==> config.mk <==
export PLATFORM = sky130hd
export DESIGN_NAME = serial_adder_seq
export DESIGN_NICKNAME = d
export VERILOG_FILES = /design/src/rtl/serial_adder_seq.sv
export SDC_FILE = /design/constraint.sdc
export NUM_CORES = 1
export LEC_CHECK = 0
export CAP_MARGIN = 0
export CORE_MARGIN = 2
export CORE_UTILIZATION = 40
export DETAILED_ROUTE_END_ITERATION = 16
export PLACE_DENSITY = 0.72
export SLEW_MARGIN = 20
export SYNTH_ARGS = -nofsm -noshare
export SYNTH_HDL_FRONTEND = slang
export SYNTH_SLANG_ARGS = --single-unit
==> constraint.sdc <==
create_clock -name clk -period 1.65 [get_ports clk]
set_input_delay 0.495 -clock clk [delete_from_list [all_inputs] [get_ports clk]]
set_output_delay 0.495 -clock clk [all_outputs]
set_load 0.02 [all_outputs]
==> src/rtl/serial_adder_seq.sv <==
// Digit-serial adder/subtractor: DIGIT bits per clock through one registered carry,
// with a start/busy/done handshake around an IDLE -> RUN -> DONE sequence.
module serial_adder_seq #(
    parameter int WIDTH = 8,
    parameter int DIGIT = 1
) (
    input  logic             clk,
    input  logic             rst_n,
    input  logic             start,
    input  logic             sub,
    input  logic [WIDTH-1:0] a,
    input  logic [WIDTH-1:0] b,
    input  logic             cin,
    output logic             busy,
    output logic             done,
    output logic [WIDTH-1:0] sum,
    output logic             cout,
    output logic             ovf
);

    localparam int N  = WIDTH / DIGIT;
    localparam int CW = (N > 1) ? $clog2(N) : 1;

    if (WIDTH < 1 || DIGIT < 1 || DIGIT > WIDTH || (WIDTH % DIGIT) != 0) begin : g_bad_param
        $error("serial_adder_seq: illegal WIDTH/DIGIT combination");
    end

    typedef enum logic [1:0] {
        S_IDLE,
        S_RUN,
        S_DONE
    } state_t;

    state_t           state;
    logic [WIDTH-1:0] a_sh;
    logic [WIDTH-1:0] b_sh;
    logic [WIDTH-1:0] sum_sh;
    logic             carry;
    logic [CW-1:0]    count;

    logic [DIGIT:0]         dsum;
    logic                   c_msb;
    logic [WIDTH+DIGIT-1:0] sum_cat;
    logic [WIDTH-1:0]       sum_nx;

    always_comb begin
        dsum    = {1'b0, a_sh[DIGIT-1:0]} + {1'b0, b_sh[DIGIT-1:0]}
                + {{DIGIT{1'b0}}, carry};
        // Sum bit = a ^ b ^ carry_in, so the MSB's carry-in falls out of the digit sum.
        c_msb   = a_sh[DIGIT-1] ^ b_sh[DIGIT-1] ^ dsum[DIGIT-1];
        sum_cat = {dsum[DIGIT-1:0], sum_sh};
        sum_nx  = WIDTH'(sum_cat >> DIGIT);
    end

    always_ff @(posedge clk) begin
        if (!rst_n) begin
            state  <= S_IDLE;
            busy   <= 1'b0;
            done   <= 1'b0;
            sum    <= '0;
            cout   <= 1'b0;
            ovf    <= 1'b0;
            count  <= '0;
            a_sh   <= '0;
            b_sh   <= '0;
            sum_sh <= '0;
            carry  <= 1'b0;
        end else begin
            done <= 1'b0;
            unique case (state)
                S_IDLE: begin
                    if (start) begin
                        a_sh  <= a;
                        b_sh  <= sub ? ~b : b;
                        carry <= sub ? 1'b1 : cin;
                        count <= '0;
                        busy  <= 1'b1;
                        state <= S_RUN;
                    end
                end
                S_RUN: begin
                    a_sh   <= a_sh >> DIGIT;
                    b_sh   <= b_sh >> DIGIT;
                    sum_sh <= sum_nx;
                    carry  <= dsum[DIGIT];
                    count  <= count + CW'(1);
                    if (count == CW'(N - 1)) begin
                        sum   <= sum_nx;
                        cout  <= dsum[DIGIT];
                        ovf   <= c_msb ^ dsum[DIGIT];
                        done  <= 1'b1;
                        state <= S_DONE;
                    end
                end
                S_DONE: begin
                    busy  <= 1'b0;
                    state <= S_IDLE;
                end
                default: begin
                    busy  <= 1'b0;
                    state <= S_IDLE;
                end
            endcase
        end
    end

endmodule

==> impl_metrics.json, run 1 <==
{
  "grt_max_degree": 32,
  "power_density_nw_per_um2": 967,
  "fin_tns_setup_ns": 0,
  "synth-seq-area-share_pct": 44.0,
  "rsz0062_at_grt": "false",
  "path_depth": 5,
  "finalSetupViolations": 0,
  "maxCapViolations": 0,
  "start_kind": "input pin",
  "slowest_delay_ns": 0.52,
  "ff2ff_path_depth": 4,
  "yosys_warnings": 0,
  "peakVddDrop_v": 0.000464,
  "yosysTopAreaCellShare_pct": 44.0,
  "critical-path-slowest-cell": "clkdlybuf4s50_1",
  "nFillCells": 396,
  "vias_per_cell": 5.25,
  "synth-edff-count": 0,
  "cts_resized": 12,
  "die-area_um2": 5230,
  "nets": 252,
  "final-seq-area_um2": 821,
  "place_inst": 273,
  "critical_path_class": "input pin to register",
  "grt_pass1_wl_um": 6070,
  "path_max_fanout": 20,
  "cts.htree.levels": 2,
  "area_growth_pct": 26.1,
  "ys_ff_latch": 41,
  "cts_tree": "done",
  "cp_data_arrival_time_ns": 1.70,
  "cp-end-kind": "register",
  "synth_top_cell_by_area": "dfxtp_1",
  "dp.final_hpwl_um": 2460,
  "status": "completed",
  "synthArstFlopShare_pct": 0,
  "multi_input_area_um2": 922,
  "slew_violations": 0,
  "final_cell_mix": "dfxtp_1 (41), nand2_1 (33), clkdlybuf4s50_1 (20)",
  "vias": 1476,
  "path_delay_family": "buffers and inverters",
  "max_freq_mhz": 657,
  "die_h_um": 72.3,
  "final_common_cell": "dfxtp_1",
  "clockRootBuffer": "clkbuf_8",
  "dr.pass1.iters": 4,
  "globalplace.congestion": 0.728,
  "path_buf_inv": 2,
  "placed_area_um2": 2240,
  "path_cells": "clkdlybuf4s50_1 -> buf_12 -> or3b_1 -> o21ai_0 -> a21oi_1",
  "rows": 24,
  "fin_cells": 281,
  "synthesis.area_um2": 1870,
  "port_buffers": 32,
  "final_cell_area_um2": 2350,
  "ios": 33,
  "cts_made_buffers": 5,
  "initial_utilization_pct": 42.3,
  "clk_path_buf_depth": 2,
  "drt_iter0_markers": 70,
  "hold_viol": 0,
  "dp_slack_ns": -0.171,
  "ant_nets": 0,
  "hp-class": "register to register",
  "core_area_um2": 4410,
  "grt_pass1_vias": 1312,
  "avgSynthCellArea_um2": 9.57,
  "worst_pin_slew_ns": 0.419,
  "insertion_delay_ns": 0.29,
  "cts_hold_buf": 0,
  "avgRoutedWirePerCell_um": 12.9,
  "path_clk_slew_ns": 0.08,
  "final_core_utilization_pct": 53.3,
  "antenna_found_initial": 0,
  "drive_above_1_share_pct": 11.8,
  "fin_crit_sh_pct": 92.2,
  "critPathRequiredTime_ns": 1.83,
  "fin_ws_ns": 0.129,
  "die_x_um": 72.3,
  "r2r_slack_ns": 0.21,
  "drc": 0,
  "power_mw": 2.28,
  "hold_path_depth": 2,
  "synth.area.top_cells": "dfxtp_1 (44%), nand2_1 (6.6%), a21boi_0 (4.4%), xor2_1 (3.8%), a22oi_1 (3.6%)",
  "n_antenna_cell": 0,
  "netlist_instances": 195,
  "holdWs_ns": 0.451,
  "routed_wl_um": 3610,
  "grt_overflow_total": 0,
  "cts_setup_buffers": 0,
  "clock-sinks": 41,
  "finClkSkew_ns": 0.00555,
  "synth-main-ff-cell": "dfxtp_1",
  "min_period_ns": 1.52,
  "ys_types": 35,
  "power_leakage_nw": 0.903,
  "relSlewSlack_pct": 72.0,
  "grt_util_all_layers_pct": 14.7,
  "mappedNetlistNets": 219
}
## cell families (layout without fill, tap and decap cells)
group                    Yosys count  in the layout  share of synthesized area (%)
AND/OR/NAND/NOR                   57             57                           16.0
AO/OA/AOI/OAI                     64             64                           25.3
adder cells (fa/ha/maj)            3              3                           2.41
flip-flops                        41             41                           44.0
XOR/XNOR                          11             11                           5.16
multiplexers                       1              1                          0.536
buffers and inverters             18             52                           6.63
## tightest hold or removal path: stages, from the launching register on
cell and delay (ns):
dfxtp_1 0.31, nand2_1 0.05, a21boi_1 0.05
## final timing paths
check,from,endpoint
worst max-delay path,start,a_sh[0]
worst max register to register,b_sh[0],ovf
worst min register to register,sum[2],sum[2]
worst min-delay path,sum[2],sum[2]
## Yosys cell counts, types with 3 or more instances
cell type and n:
a21boi_0 11, a21boi_1 5, a21oi_1 8, a22oi_1 9
buf_2 3, buf_4 6, buf_6 4, clkbuf_1 3
dfxtp_1 41, nand2_1 33, nor2_1 3, nor2b_1 5
o21ai_0 11, o221ai_1 7, o2bb2ai_1 7, or3b_1 7
xnor2_1 3, xor2_1 8
## routing by layer
metal | global-route usage, % | up-vias | share of wire [%]
met5 | 0 | - | 0
met4 | 5.03 | 0 | 1.6
met3 | 4.72 | 6 | 3.3
met2 | 21.5 | 27 | 46
met1 | 20.4 | 694 | 49
li1 | - | 749 | -
## power breakdown
part	internal [mW]	total, mW	switching (mW)	leakage [nW]
clock	0.601	0.945	0.344	0.0681
combinational	0.150	0.269	0.119	0.501
sequential	1.03	1.06	0.0330	0.335
total	1.78	2.28	0.496	0.903
## registers in the layout, summed over array words and instances (netlist names), 2 cells and up
| signal | cells |
|---|---|
| a_sh | 8 |
| b_sh | 8 |
| sum | 8 |
| sum_sh | 7 |
| count | 3 |
| state | 2 |
## area by class of cell
cell class	instances	share of cell area, %
Timing Repair Buffer	42	17.2
Clock inverter	3	2.76
Sequential cell	41	34.9
Clock buffer	5	2.92
Multi-Input combinational cell	136	39.2
Inverter	2	0.319
Tap cell	52	2.76
Power figures use the tool's default switching activity.
==> run 2: changes to the inputs <==
RECOVER_POWER = 25   (was default)
==> run 2 against run 1 <==
Compared with the run above: routed wire length down 0.66%; sequential share of layout area about the same; fmax down 0.21%; sequential power about the same; critical path type unchanged; clock skew about the same; count of clock-buffer cells in the layout unchanged; critical endpoint unchanged.
==> impl_metrics.json, run 2 (synthesis results as in run 1) <==
{
  "cts_made_buffers": 5,
  "cp-end-kind": "register",
  "drive_above_1_share_pct": 11.4,
  "power_density_nw_per_um2": 967,
  "area_growth_pct": 26.0,
  "maxCapViolations": 0,
  "path_max_fanout": 20,
  "largestRegisters": "a_sh (8), b_sh (8), sum (8)",
  "port_buffers": 32,
  "p_sw_share_pct": 21.7,
  "cts_resized": 12,
  "hold_viol": 0,
  "ios": 33,
  "grt_pass1_wl_um": 6070,
  "path_delay_family": "buffers and inverters",
  "power.internal_mw": 1.78,
  "cp_data_arrival_time_ns": 1.70,
  "critical_path_class": "input pin to register",
  "rr_endpoint": "ovf",
  "grt_overflow_total": 0,
  "nets": 252,
  "fin_tns_setup_ns": 0,
  "cts_setup_buffers": 0,
  "clock-sinks": 41,
  "power_mw": 2.28,
  "power.switching_mw": 0.494,
  "cts_hold_buf": 0,
  "insertion_delay_ns": 0.29,
  "hold_path_depth": 2,
  "status": "completed",
  "relSlewSlack_pct": 72.2,
  "worst_pin_slew_ns": 0.416,
  "die_h_um": 72.3,
  "min_period_ns": 1.52,
  "seqPwrFrac_pct": 46.8,
  "rsz0062_at_grt": "false",
  "slowest_delay_ns": 0.52,
  "r2r_slack_ns": 0.21,
  "place_inst": 273,
  "combPwrFrac_pct": 11.8,
  "fin_ws_ns": 0.126,
  "clk_path_buf_depth": 2,
  "drt_iter0_markers": 69,
  "final_cell_area_um2": 2350,
  "dp_slack_ns": -0.171,
  "core_area_um2": 4410,
  "die_x_um": 72.3,
  "slew_violations": 0,
  "cts.htree.levels": 2,
  "clockRootBuffer": "clkbuf_8",
  "ff2ff_path_depth": 4,
  "grt_max_degree": 32,
  "finClkSkew_ns": 0.00578,
  "final_common_cell": "dfxtp_1",
  "grt_util_all_layers_pct": 14.7,
  "vias": 1478,
  "path_cells": "clkdlybuf4s50_1 -> buf_12 -> or3b_1 -> o21ai_0 -> a21oi_1",
  "nFillCells": 397,
  "worstReg2RegStart": "b_sh[0]",
  "path_buf_inv": 2,
  "fin_crit_sh_pct": 92.4,
  "power_leakage_nw": 0.901,
  "dp.final_hpwl_um": 2460,
  "ant_nets": 0,
  "avgRoutedWirePerCell_um": 12.8,
  "start_kind": "input pin",
  "peakVddDrop_v": 0.000462,
  "drc": 0,
  "final_core_utilization_pct": 53.3,
  "die-area_um2": 5230,
  "hp-class": "register to register",
  "grt_pass1_vias": 1312,
  "routed_wl_um": 3590,
  "fin_cells": 281,
  "whs_endpoint": "sum[2]",
  "rows": 24,
  "dr.pass1.iters": 4,
  "globalplace.congestion": 0.728,
  "p_clk_share_pct": 41.5,
  "critical-path-slowest-cell": "clkdlybuf4s50_1",
  "max_freq_mhz": 656,
  "holdWs_ns": 0.451,
  "vias_per_cell": 5.26,
  "path_clk_slew_ns": 0.08,
  "initial_utilization_pct": 42.3,
  "cts_tree": "done",
  "hold_start": "sum[2]",
  "placed_area_um2": 2240,
  "n_antenna_cell": 0,
  "critPathRequiredTime_ns": 1.83,
  "final_cell_mix": "dfxtp_1 (41), nand2_1 (34), clkdlybuf4s50_1 (20)",
  "finalSetupViolations": 0,
  "antenna_found_initial": 0
}
## run 2: worst max path at each step
| stage | startpoint | endpoint | slack, ns | cells after the start |
|---|---|---|---|---|
| 2_1_floorplan | a_sh[0] | ovf | 0.28 | 4 |
| 3_3_place_gp | start | a_sh[0] | -0.13 | 5 |
| 3_5_place_dp | start | a_sh[0] | -0.17 | 5 |
| 4_1_cts | start | a_sh[0] | 0.14 | 5 |
| 5_1_grt | start | a_sh[1] | 0.04 | 5 |
| 6_report | start | a_sh[0] | 0.13 | 5 |
## run 2: worst register-to-register path: stages, from the launching register on
cell     delay, ns
dfxtp_1       0.40
fa_1          0.49
xnor2_1       0.22
xnor2_1       0.14
a21oi_1       0.08
## run 2: routing by layer
metal | global-route usage (%) | wire [µm] | vias up
met4 | 5.03 | 59 | 0
met1 | 20.4 | 1740 | 692
met3 | 4.72 | 135 | 6
li1 | - | - | 749
met2 | 21.5 | 1650 | 31
met5 | 0 | 0 | -
## run 2: layout make-up
| cell class | instances | area [µm²] | share of cell area [%] |
|---|---|---|---|
| clock buffers | 5 | 68.8 | 2.93 |
| clock inverters | 3 | 65.1 | 2.77 |
| well taps | 52 | 65.1 | 2.77 |
| inverters | 2 | 7.51 | 0.319 |
| multi-input cells | 136 | 920 | 39.1 |
| repair buffers | 42 | 405 | 17.2 |
| flip-flops and latches | 41 | 821 | 34.9 |
## run 2: power by group through the flow
stage / combinational [mW] / clock (mW) / sequential (mW)
floorplan: 0.180 / 0 / 1.08
global placement: 0.265 / 0 / 1.09
detailed placement: 0.271 / 0 / 1.09
CTS: 0.271 / 0.962 / 1.06
global route: 0.294 / 1.01 / 1.07
finish: 0.267 / 0.944 / 1.06
==> run 3: changes to the inputs <==
CORE_ASPECT_RATIO = 0.5   (was default)
==> run 3 against run 2 <==
Compared with the run above: setup slack improved by 0.018 ns; hold slack improved by 0.0030 ns; sequential power about the same; register-to-register slack got worse by 0.07 ns; critical path depth decreased by 1; clock skew about the same; power decreased by 12%; largest cell class unchanged; clock power decreased by 30%; cell count increased by 1.1%; cell area decreased by 2.1%; sequential share of layout area increased by 0.76 points.
==> impl_metrics.json, run 3 (synthesis results as in run 1) <==
{
  "routed_wl_um": 3700,
  "min_period_ns": 1.51,
  "cts_made_buffers": 5,
  "die_x_um": 101,
  "cts_resized": 12,
  "slew_violations": 0,
  "max_freq_mhz": 664,
  "die-area_um2": 5260,
  "cts.htree.levels": 2,
  "insertion_delay_ns": 0.30,
  "drc": 0,
  "rows": 17,
  "status": "completed",
  "nFillCells": 426,
  "fin_crit_sh_pct": 91.3,
  "cts_tree": "done",
  "core_area_um2": 4450,
  "power_leakage_nw": 0.869,
  "die_h_um": 52.3,
  "clk_path_buf_depth": 2,
  "power_density_nw_per_um2": 866,
  "worst_pin_slew_ns": 0.405,
  "largestRegisters": "a_sh (8), b_sh (8), sum (8)",
  "vias_per_cell": 5.32,
  "relSlewSlack_pct": 73.0,
  "drt_iter0_markers": 55,
  "area_growth_pct": 23.3,
  "final_cell_mix": "dfxtp_1 (41), nand2_1 (33), clkdlybuf4s50_1 (20)",
  "dp.final_hpwl_um": 2620,
  "holdWs_ns": 0.454,
  "cp-end-kind": "register",
  "peakVddDrop_v": 0.000332,
  "path_clk_slew_ns": 0.08,
  "cp_data_arrival_time_ns": 1.68,
  "start_kind": "register",
  "finalSetupViolations": 0,
  "vias": 1512,
  "grt_pass1_vias": 1389,
  "drive_above_1_share_pct": 10.1,
  "finClkSkew_ns": 0.00546,
  "ant_nets": 0,
  "grt_util_all_layers_pct": 15.4,
  "hold_viol": 0,
  "avgRoutedWirePerCell_um": 13.0,
  "final_common_cell": "dfxtp_1",
  "port_buffers": 32,
  "path_max_fanout": 4,
  "n_antenna_cell": 0,
  "nets": 251,
  "cts_setup_buffers": 0,
  "globalplace.congestion": 0.764,
  "maxCapViolations": 0,
  "clockRootBuffer": "clkbuf_8",
  "rsz0062_at_grt": "false",
  "critical_path_class": "register to register",
  "initial_utilization_pct": 42.0,
  "clock-sinks": 41,
  "cts_hold_buf": 0,
  "grt_max_degree": 26,
  "ios": 33,
  "critPathRequiredTime_ns": 1.82,
  "hp-class": "register to register",
  "grt_overflow_total": 0,
  "final_core_utilization_pct": 51.8,
  "fin_tns_setup_ns": 0,
  "dr.pass1.iters": 4,
  "grt_pass1_wl_um": 6210,
  "antenna_found_initial": 0
}
## run 3: cell count changes in the layout (fill, tap and decap cells not counted), sizes merged
| cell | before | now |
|---|---|---|
| buf | 10 | 8 |
| bufinv | 2 | 0 |
| clkbuf | 5 | 8 |
| clkinv | 2 | 1 |
## run 3: area by class of cell
type                    instances  area, µm²  area share (%)
multi-input cells             136        922            40.1
clock buffers                   7       86.3            3.75
inverters                       2       7.51           0.326
well taps                      57       71.3            3.10
repair buffers                 41        394            17.1
flip-flops and latches         41        821            35.7
## run 3: path summary, 6_finish.rpt
kind	end	slack, ns	cells past startpoint	startpoint
hold reg to reg	sum[4]	0.45	2	sum[4]
setup / recovery	ovf	0.14	4	a_sh[0]
setup reg to reg	ovf	0.14	4	a_sh[0]
hold / removal	sum[4]	0.45	2	sum[4]
## run 3: routing by layer
layer / share of wire [%] / vias up / GRT usage (%)
li1: - / 748 / -
met1: 49 / 731 / 18.6
met2: 46 / 26 / 25.3
met3: 3.7 / 7 / 4.80
met4: 2.0 / 0 / 7.53
met5: 0 / - / 0
## run 3: worst max-delay path, stage by stage (launching register included)
cell and delay (ns):
dfxtp_1 0.37, fa_1 0.64, xnor2_1 0.15, xnor2_1 0.14, a21oi_1 0.08
## run 3: power by group
part | internal (mW) | switching, mW
logic | 0.147 | 0.123
registers | 1.03 | 0.0323
clock network | 0.332 | 0.329
## run 3: per-stage QoR
stage	setup slack (ns)	area [µm²]	instances	power (mW)
finish	0.143	2300	284	1.99
global route	0.0777	2300	284	2.09
CTS	0.156	2310	284	2.01
detailed placement	-0.151	2230	277	1.36
global placement	-0.115	2230	277	1.35
floorplan	0.284	1870	195	1.26
